## src/rtl/int_fp_mac_pkg.sv

```systemverilog
// -----------------------------------------------------------------------------
// int_fp_mac_pkg
// Shared definitions for the INT/FP MAC datapath. It holds the FP16 field
// widths, the special-value constants, the mode encoding and the FP16 field
// struct.
// Ports: none (package).
// -----------------------------------------------------------------------------
package int_fp_mac_pkg;

  localparam int EXP_W  = 5;
  localparam int FRAC_W = 10;
  localparam int BIAS   = 15;
  localparam int SIG_W  = FRAC_W + 1;
  localparam int PROD_W = 2 * SIG_W;

  localparam logic [15:0] FP16_QNAN = 16'h7E00;
  localparam logic [15:0] FP16_PINF = 16'h7C00;
  localparam logic [15:0] INT16_MAX = 16'h7FFF;
  localparam logic [15:0] INT16_MIN = 16'h8000;

  typedef enum logic {
    MODE_INT = 1'b0,
    MODE_FP  = 1'b1
  } mode_e;

  typedef struct packed {
    logic              sign;
    logic [EXP_W-1:0]  exp;
    logic [FRAC_W-1:0] frac;
  } fp16_t;

endpackage

```

## src/rtl/fp16_round_norm.sv

```systemverilog
// -----------------------------------------------------------------------------
// fp16_round_norm
// This block normalises the 22-bit significand product. It rounds the product
// to FP16 with round-to-nearest-even, handles overflow and underflow, and packs
// the special values (NaN, Inf, zero).
// Build option INT_FP_MUL_SUBNORM_EN: when it is defined, results below the
// normal range are denormalised and rounded. When it is not defined, those
// results flush to signed zero.
// Ports:
//   sign_i     result sign (s1 ^ s2)
//   nan_i      product is NaN (any NaN input, or 0 x Inf)
//   inf_i      an operand is Inf (and the product is not NaN)
//   zero_i     an operand is zero (and the product is not NaN or Inf)
//   prod_i     significand product; value = prod_i * 2^-20 * 2^(exp_sum_i-15)
//   exp_sum_i  e1 + e2 - bias using effective exponents (signed)
//   result_o   packed FP16 result
//   error_o    NaN or overflow
// -----------------------------------------------------------------------------
module fp16_round_norm
  import int_fp_mac_pkg::*;
(
  input  logic                sign_i,
  input  logic                nan_i,
  input  logic                inf_i,
  input  logic                zero_i,
  input  logic [PROD_W-1:0]   prod_i,
  input  logic signed [7:0]   exp_sum_i,
  output logic [15:0]         result_o,
  output logic                error_o
);

  logic [4:0]          lead;
  logic [PROD_W-1:0]   norm;
  logic signed [9:0]   exp_n;
  logic signed [9:0]   exp_r;
  logic [SIG_W-1:0]    mant_n;
  logic [SIG_W:0]      mant_r;
  logic [FRAC_W-1:0]   frac_r;
  logic                tiny;
  logic [15:0]         tiny_res;

  // The position of the leading one places the binary point. For normal
  // operands it is at bit 20 or bit 21. Subnormal operands can put it lower.
  always_comb begin
    lead = 5'd0;
    for (int i = 0; i < PROD_W; i++) begin
      if (prod_i[i]) lead = 5'(i);
    end
  end

  assign norm  = prod_i << (5'd21 - lead);
  assign exp_n = $signed({{2{exp_sum_i[7]}}, exp_sum_i}) + $signed({5'b0, lead}) - 10'sd20;

  // RNE at full precision, as if the exponent range had no lower limit
  assign mant_n = norm[21:11];
  assign mant_r = {1'b0, mant_n} + 12'(norm[10] & ((|norm[9:0]) | mant_n[0]));
  assign exp_r  = exp_n + $signed({9'b0, mant_r[11]});
  assign frac_r = mant_r[11] ? mant_r[10:1] : mant_r[9:0];

`ifdef INT_FP_MUL_SUBNORM_EN
  // Denormalise from the unrounded significand so rounding happens only once.
  // A shift of 31 already pushes every product bit below the guard position.
  logic signed [9:0]  sh_full;
  logic [4:0]         sh;
  logic [53:0]        wide;
  logic [SIG_W-1:0]   mant_s;
  logic [SIG_W-1:0]   mant_sr;

  assign sh_full = 10'sd1 - exp_n;
  assign sh      = (sh_full > 10'sd31) ? 5'd31 : sh_full[4:0];
  assign wide    = {norm, 32'b0} >> sh;
  assign mant_s  = wide[53:43];
  assign mant_sr = mant_s + 11'(wide[42] & ((|wide[41:0]) | mant_s[0]));
  assign tiny    = (exp_n < 10'sd1);
  // A rounding carry into bit 10 gives the smallest normal number (exponent 1)
  assign tiny_res = {sign_i, 4'b0, mant_sr[10], mant_sr[9:0]};
`else
  assign tiny     = (exp_r < 10'sd1);
  assign tiny_res = {sign_i, 15'b0};
`endif

  always_comb begin
    result_o = {sign_i, 15'b0};
    error_o  = 1'b0;
    if (nan_i) begin
      result_o = FP16_QNAN;
      error_o  = 1'b1;
    end else if (inf_i) begin
      result_o = {sign_i, FP16_PINF[14:0]};
    end else if (zero_i) begin
      result_o = {sign_i, 15'b0};
    end else if (exp_r >= 10'sd31) begin
      result_o = {sign_i, FP16_PINF[14:0]};
      error_o  = 1'b1;
    end else if (tiny) begin
      result_o = tiny_res;
    end else begin
      result_o = {sign_i, exp_r[4:0], frac_r};
    end
  end

endmodule

```

## src/rtl/int_fp_multiplier.sv

```systemverilog
// -----------------------------------------------------------------------------
// int_fp_multiplier
// Dual-mode 16-bit multiplier. It sits ahead of the MAC accumulator. Mode 0 is
// a signed integer multiply with saturation. Mode 1 is an IEEE-754 binary16
// multiply. The outputs are registered one cycle after in_valid. result and
// error hold their values while in_valid is low.
// Build option INT_FP_MUL_SUBNORM_EN: when it is defined, subnormal inputs are
// used as operands and results can be subnormal. When it is not defined,
// subnormal inputs are treated as signed zero.
// Ports:
//   clk, rst         clock; synchronous active-high reset
//   in_valid         operands and mode are valid this cycle
//   mode             0 = signed int multiply, 1 = FP16 multiply
//   input1, input2   operands
//   out_valid        result/error are valid this cycle
//   result           16-bit product
//   error            saturation / NaN / FP overflow flag
// -----------------------------------------------------------------------------
module int_fp_multiplier
  import int_fp_mac_pkg::*;
(
  input  logic        clk,
  input  logic        rst,
  input  logic        in_valid,
  input  logic        mode,
  input  logic [15:0] input1,
  input  logic [15:0] input2,
  output logic        out_valid,
  output logic [15:0] result,
  output logic        error
);

  // Integer path
  logic signed [31:0] op1_x, op2_x, int_prod;
  logic               int_ovf;
  logic [15:0]        int_res;

  assign op1_x    = {{16{input1[15]}}, input1};
  assign op2_x    = {{16{input2[15]}}, input2};
  assign int_prod = op1_x * op2_x;
  // The product fits in 16 bits when bits 31..15 are all copies of the sign bit
  assign int_ovf  = ~((&int_prod[31:15]) | ~(|int_prod[31:15]));
  assign int_res  = int_ovf ? (int_prod[31] ? INT16_MIN : INT16_MAX) : int_prod[15:0];

  // FP16 operand decode
  fp16_t              fa, fb;
  logic               a_nan, b_nan, a_inf, b_inf, a_zero, b_zero;
  logic [EXP_W-1:0]   a_exp_eff, b_exp_eff;
  logic [SIG_W-1:0]   a_sig, b_sig;
  logic [PROD_W-1:0]  fp_prod;
  logic signed [7:0]  exp_sum;
  logic               fp_sign, fp_nan, fp_inf, fp_zero;
  logic [15:0]        fp_res;
  logic               fp_err;

  assign fa = input1;
  assign fb = input2;

  assign a_nan = (&fa.exp) & (|fa.frac);
  assign b_nan = (&fb.exp) & (|fb.frac);
  assign a_inf = (&fa.exp) & ~(|fa.frac);
  assign b_inf = (&fb.exp) & ~(|fb.frac);
`ifdef INT_FP_MUL_SUBNORM_EN
  assign a_zero = ~(|fa.exp) & ~(|fa.frac);
  assign b_zero = ~(|fb.exp) & ~(|fb.frac);
`else
  assign a_zero = ~(|fa.exp);
  assign b_zero = ~(|fb.exp);
`endif

  // A subnormal has implicit bit 0 and effective exponent 1. The leading-one
  // search in fp16_round_norm normalises it.
  assign a_sig     = {|fa.exp, fa.frac};
  assign b_sig     = {|fb.exp, fb.frac};
  assign a_exp_eff = (|fa.exp) ? fa.exp : 5'd1;
  assign b_exp_eff = (|fb.exp) ? fb.exp : 5'd1;
  assign fp_prod   = PROD_W'(a_sig) * PROD_W'(b_sig);
  assign exp_sum   = 8'({3'b0, a_exp_eff}) + 8'({3'b0, b_exp_eff}) - 8'(BIAS);

  assign fp_sign = fa.sign ^ fb.sign;
  assign fp_nan  = a_nan | b_nan | (a_zero & b_inf) | (a_inf & b_zero);
  assign fp_inf  = a_inf | b_inf;
  assign fp_zero = a_zero | b_zero;

  fp16_round_norm u_round_norm (
    .sign_i    (fp_sign),
    .nan_i     (fp_nan),
    .inf_i     (fp_inf),
    .zero_i    (fp_zero),
    .prod_i    (fp_prod),
    .exp_sum_i (exp_sum),
    .result_o  (fp_res),
    .error_o   (fp_err)
  );

  // Output registers
  logic        out_valid_q, out_valid_d;
  logic [15:0] result_q, result_d;
  logic        error_q, error_d;

  always_comb begin
    out_valid_d = in_valid;
    result_d    = result_q;
    error_d     = error_q;
    if (in_valid) begin
      if (mode_e'(mode) == MODE_FP) begin
        result_d = fp_res;
        error_d  = fp_err;
      end else begin
        result_d = int_res;
        error_d  = int_ovf;
      end
    end
  end

  always_ff @(posedge clk) begin
    if (rst) begin
      out_valid_q <= 1'b0;
      result_q    <= 16'h0000;
      error_q     <= 1'b0;
    end else begin
      out_valid_q <= out_valid_d;
      result_q    <= result_d;
      error_q     <= error_d;
    end
  end

  assign out_valid = out_valid_q;
  assign result    = result_q;
  assign error     = error_q;

endmodule

```

## config.mk

```make
export PLATFORM = sky130hd
export DESIGN_NAME = int_fp_multiplier
export DESIGN_NICKNAME = d
export VERILOG_FILES = /design/src/rtl/int_fp_mac_pkg.sv /design/src/rtl/fp16_round_norm.sv /design/src/rtl/int_fp_multiplier.sv
export SDC_FILE = /design/constraint.sdc
export NUM_CORES = 1
export LEC_CHECK = 0
export BUFFER_PORTS_ARGS = -buffer_cell sky130_fd_sc_hd__buf_4
export CORE_MARGIN = 2
export CORE_UTILIZATION = 25
export CTS_CLUSTER_DIAMETER = 80
export DETAILED_ROUTE_END_ITERATION = 10
export PLACE_DENSITY = 0.46
export SKIP_LAST_GASP = 1
export SYNTH_ARGS = -nofsm -noshare
export SYNTH_HDL_FRONTEND = slang
export SYNTH_HIERARCHICAL = 1
export SYNTH_SLANG_ARGS = --single-unit
```

## constraint.sdc

```tcl
create_clock -name clk -period 25.9 [get_ports clk]
set_input_delay 3.885 -clock clk [delete_from_list [all_inputs] [get_ports clk]]
set_output_delay 3.885 -clock clk [all_outputs]
set_load 0.02 [all_outputs]
```

After elaboration in Yosys (flattened, before gate mapping)
Index checks and enable logic that the tools add are counted.
- bits in registers: 18
- bits of input ports: 36
- output and inout bits: 18
- logic and storage cells: 82
- $add $sub $neg: 7
- multipliers: 2
- order comparisons: 2
- shift operators: 1
- mux-type cells: 37
- bitwise operators: 21
- reduce and logical (&&, ||, !) cells: 9
- operators by type and width (kind ; count):
    16-bit two-way mux ; 4
    15-bit two-way mux ; 4
    5-bit two-way mux ; 8
    16-bit by 16-bit multiplier with 32-bit output ; 1
    4-bit two-way mux ; 8
    10-bit OR reduction ; 3
    11-bit by 11-bit multiplier with 22-bit output ; 1
    22-bit by 5-bit left shift with 22-bit output ; 1
    17-bit AND reduction ; 1
    17-bit OR reduction ; 1
    11-bit by 12-bit adder with 12-bit output ; 1
    1-bit by 12-bit bitwise AND with 12-bit output ; 1
    3-bit two-way mux ; 4
    10-bit by 2-bit adder with 10-bit output ; 1
    10-bit by 6-bit >= comparator with 1-bit output (second input constant) ; 1
    10-bit by 2-bit < comparator with 1-bit output (second input constant) ; 1
    10-bit two-way mux ; 1
    5-bit AND reduction ; 2
    5-bit OR reduction ; 2
    10-bit by 6-bit subtractor with 10-bit output (second input constant) ; 1
    7-bit by 6-bit adder with 8-bit output ; 1
    1-bit bitwise OR ; 7
    6-bit by 4-bit subtractor with 7-bit output (second input constant) ; 1
    5-bit by 5-bit adder with 6-bit output ; 1
    other kinds (6) ; 22

Logic depth before layout (Yosys ltp)
- depth in word-level cells: 37
- mapped depth: 55
- mapped depth without buffers: 51

By module
Netlist, hierarchy kept.
- by module, submodules not included (module ; instances ; cells each ; area each (µm²) ; sequential area each (µm²)):
    int_fp_multiplier ; 1 ; 1728 ; 15133.3 ; 360.3
    fp16_round_norm ; 1 ; 403 ; 2801.4 ; 0.0

Least setup slack after synthesis
OpenSTA, ideal clock, no wires.
- kind: input -> register
- start point: in input1[10]
- end point: reg result_q[2] (netlist: result[2])
- library setup time: 0.075 ns
- arrival: 15.408 ns
- data required time: 25.825 ns
- setup slack: 10.418 ns
- stages: 48
- path buffers: 6
- path through: clkbuf_1 or4_1 nor2_1 clkbuf_1 nor2b_1 fa_1 fa_1 inv_1 fa_1 inv_1 fa_1 fa_1 ha_1 and3_1 a21oi_1 o21ai_0 or4_1 nand3_1 [... 12 more ...] a32oi_1 o311a_1 nand3_1 or3_1 fa_1 inv_1 ha_1 fa_1 and4_1 a221oi_1 nand3_1 or4_1 nand2b_1 buf_1 nor3_1 nor2_1 or3_1 o22ai_1
- elaborated cells on any way between the ends: 53
- classes of those cells: 7 x add/sub; 2 x mul; 2 x order compare; 1 x shift; 22 x mux; 14 x bitwise; 5 x reduce/logical
- RTL lines (what ; line ; text):
    start: declaration ; int_fp_multiplier.sv:26 ; input logic [15:0] input1,
    5-bit OR reduction (*) ; int_fp_multiplier.sv:73 ; assign a_sig = {|fa.exp, fa.frac};
    11-bit by 11-bit multiplier with 22-bit output (*) ; int_fp_multiplier.sv:77 ; assign fp_prod = PROD_W'(a_sig) * PROD_W'(b_sig);
    net fp_prod[18] ; int_fp_multiplier.sv:50 ; logic [PROD_W-1:0] fp_prod;
    5-bit two-way mux (4 in a row) ; fp16_round_norm.sv:47 ; if (prod_i[i]) lead = 5'(i);
    5-bit subtractor ; fp16_round_norm.sv:51 ; assign norm = prod_i << (5'd21 - lead);
    22-bit by 5-bit left shift with 22-bit output ; fp16_round_norm.sv:51 ;
    10-bit OR reduction ; fp16_round_norm.sv:56 ; assign mant_r = {1'b0, mant_n} + 12'(norm[10] & ((|norm[9:0]) | mant_n[0]));
    1-bit bitwise OR ; fp16_round_norm.sv:56 ;
    [... 3 more ...] ; - ;
    10-bit by 2-bit < comparator with 1-bit output ; fp16_round_norm.sv:78 ; assign tiny = (exp_r < 10'sd1);
    15-bit two-way mux ; fp16_round_norm.sv:95 ; end else if (tiny) begin
    15-bit two-way mux (*) ; fp16_round_norm.sv:92 ; end else if (exp_r >= 10'sd31) begin
    15-bit two-way mux (*) ; fp16_round_norm.sv:90 ; end else if (zero_i) begin
    15-bit two-way mux (*) ; fp16_round_norm.sv:88 ; end else if (inf_i) begin
    16-bit two-way mux (*) ; fp16_round_norm.sv:85 ; if (nan_i) begin
    net fp_res[2] ; int_fp_multiplier.sv:53 ; logic [15:0] fp_res;
    16-bit two-way mux (*) ; int_fp_multiplier.sv:106 ; if (mode_e'(mode) == MODE_FP) begin
    end signal: assignment ; int_fp_multiplier.sv:123 ; result_q <= result_d;
    end: declaration ; int_fp_multiplier.sv:98 ; logic [15:0] result_q, result_d;
The timed path passes the listed nets; every way through them passes the cells marked *.
A chain may end at the register's enable or synchronous reset.

Worst setup path after layout
- start point: in input1[10]
- end point: reg result_q[1] (netlist: result[1])
Same word-level chain as after synthesis.

==> impl_metrics.json <==
{
  "die_x_um": 271.8,
  "grt_pass1_wl_mm": 88.04,
  "cap_violations": 0,
  "postCtsSetupBuffers": 0,
  "synthTopCellsByCount": "475 x inv_1, 345 x fa_1, 202 x nand2_1",
  "track_usage_pct": 14.88,
  "reg2reg_slack_ps": 24970,
  "reg2reg_depth": 3,
  "path_buf_inv": 6,
  "clk_latency_ps": 250,
  "port_buffers": 53,
  "syn_nets": 2677,
  "place_hpwl_mm": 46.01,
  "cts.sink_count": 18,
  "start_kind": "primary input",
  "rsz0062_at_grt": "no",
  "r2r-start": "result[2]$_SDFFE_PP0P_",
  "dp.cells": 3060,
  "antenna_found_initial": 2,
  "cp-end-kind": "flip-flop",
  "hold_class": "reg -> reg",
  "place_area_um2": 19220,
  "vias_per_cell": 4.677,
  "status": "complete, no violations",
  "yosysMostFrequentCell": "inv_1",
  "crit_family": "simple AND/OR/NAND/NOR gates",
  "hold_depth": 2,
  "use_met1_pct": 19.76,
  "grtUsageMet2_pct": 27.54,
  "start_util_pct": 25.17,
  "cts.root.buffer_cell": "clkbuf_16",
  "final_cells": 3064,
  "tightest_slew_ps": 1109,
  "crit_top_cell": "fa_1",
  "cts_buffers": 3,
  "antenna_left": 0,
  "dr.pass1.iters": 5,
  "syn-cell-area_um2": 17930,
  "cts_tree": "done",
  "slew_headroom_pct": 25.42,
  "synth_ff_type": "dfxtp_1",
  "critPathMaxFanout": 19,
  "dr_total_vias": 14330,
  "gr-total-overflow": 0,
  "pin_count": 54,
  "cts_resized": 0,
  "fp.dieH_um": 271.8,
  "finalCritPeriodShare_pct": 65.54,
  "cts.hold.buffers_added": 0,
  "cp.arrival_ps": 17150,
  "grt-busiest-layer": "met2",
  "first_iter_violations": 766,
  "synth_top_cell_by_area": "fa_1",
  "h-tree-depth": 1,
  "ys_types": 97,
  "synthArstFlopShare_pct": 0,
  "fin_crit_ps": 16970,
  "wl_per_cell_um": 17.60,
  "maxClockFrequency_ghz": 0.05891,
  "finClkSkew_ps": 0,
  "final_util_pct": 27.10,
  "synth_cells": 2131,
  "wl_mm": 53.93,
  "yosys_warnings": 6,
  "fin_tns_setup_ps": 0,
  "layout.nets": 2661,
  "maxSlewViolCount": 0,
  "area_delta_synth_final_pct": 7.660,
  "r2r_end": "result[2]$_SDFFE_PP0P_",
  "grt_pass1_vias": 15650,
  "antenna_cells": 0,
  "min_from": "result[10]$_SDFFE_PP0P_",
  "clk_pin_slew_ps": 50,
  "synth_top_cell_area_share_pct": 38.51,
  "setup_viol": 0,
  "synth-seq-cells": 18,
  "drc": 0,
  "required_ps": 26080,
  "crit_type": "in -> reg",
  "fillers": 7680,
  "hold_path_end": "result[10]$_SDFFE_PP0P_",
  "ys_top_cells_by_area": "fa_1 39%, ha_1 12%, inv_1 9.9%",
  "drive_above_1_share_pct": 5.818,
  "use_met3_pct": 0.3438,
  "hold_violations": 0,
  "crit_slowest_cell": "nor4_2",
  "max_stage_delay_ps": 1020,
  "ys_seq_area_share_pct": 2.009,
  "die-area_um2": 73900,
  "grt_start_max_net_pins": 28,
  "synth_edf_count": 0,
  "stdcell_area_um2": 19310,
  "syn_area_per_cell_um2": 8.416,
  "clock_path_buffers": 2,
  "num_rows": 98,
  "gp_congestion": 0.8681,
  "core_area_um2": 71240
}
## worst max path at each step
stage | end | startpoint | cells after the start | slack, ps
floorplan | result[2]$_SDFFE_PP0P_ | input1[10] | 48 | 10420
global placement | result[1]$_SDFFE_PP0P_ | input1[10] | 44 | 8990
detailed placement | result[1]$_SDFFE_PP0P_ | input1[10] | 44 | 8750
CTS | result[1]$_SDFFE_PP0P_ | input1[10] | 44 | 8990
global route | result[1]$_SDFFE_PP0P_ | input1[10] | 48 | 7940
finish | result[1]$_SDFFE_PP0P_ | input1[10] | 44 | 8930
## area by class of cell
class	instances	area (µm²)	area share (%)
inverters	478	1794	9.292
well taps	950	1189	6.156
flip-flops and latches	18	360.3	1.866
clock buffers	4	88.84	0.4601
repair buffers	61	457.9	2.372
multi-input cells	1553	15420	79.85
## worst register-to-register path: stages (launching register included)
cell and delay (ps):
dfxtp_1 340, nor2_1 60, or3_1 300, o22ai_1 150
## flip-flops by register name, summed over array words and instances, names as in the netlist
name / flops
error: 1
out_valid: 1
result: 16
## routing by layer
| metal | vias to the layer above | routed length [µm] |
|---|---|---|
| met5 | - | 16 |
| met4 | 2 | 784 |
| met3 | 43 | 1254 |
| met2 | 252 | 27390 |
| met1 | 7260 | 24480 |
| li1 | 6773 | - |
## placed cells by master (no fill, tap or decap), drive strengths merged, types with 12 or more instances in the layout
cell type  instances
nor4              14
ha               165
a31oi             13
nand4             12
and3              12
o21a              15
inv              476
buf               61
or2               15
nor3              34
a211oi            16
fa               345
nor2b             30
and2             135
nand2            202
o22ai             16
a21oi             61
xnor2             39
a21o              22
xor2              19
nand3             31
mux2i             12
o21ai             59
dfxtp             18
o211ai            18
nor2              90
nand2b            16
or3               16
## logic make-up after synthesis
| family | synth area share [%] |
|---|---|
| fa+ha+maj | 50.02 |
| buf+inv | 12.02 |
| flops | 2.009 |
| mux | 2.093 |
| simple gates | 18.21 |
| compound gates | 12.73 |
| xor+xnor | 2.916 |
## per-stage QoR
stage | setup WS, ps | hold WS, ps
floorplan | 10420 | 523.3
global route | 7940 | 507.2
CTS | 8992 | 477.9
finish | 8925 | 467.5
global placement | 8993 | 465.3
detailed placement | 8745 | 470.6
Power is left out: the tool's default activity adds up to more than one toggle a clock period on the data nets, which glitch-free logic cannot reach.
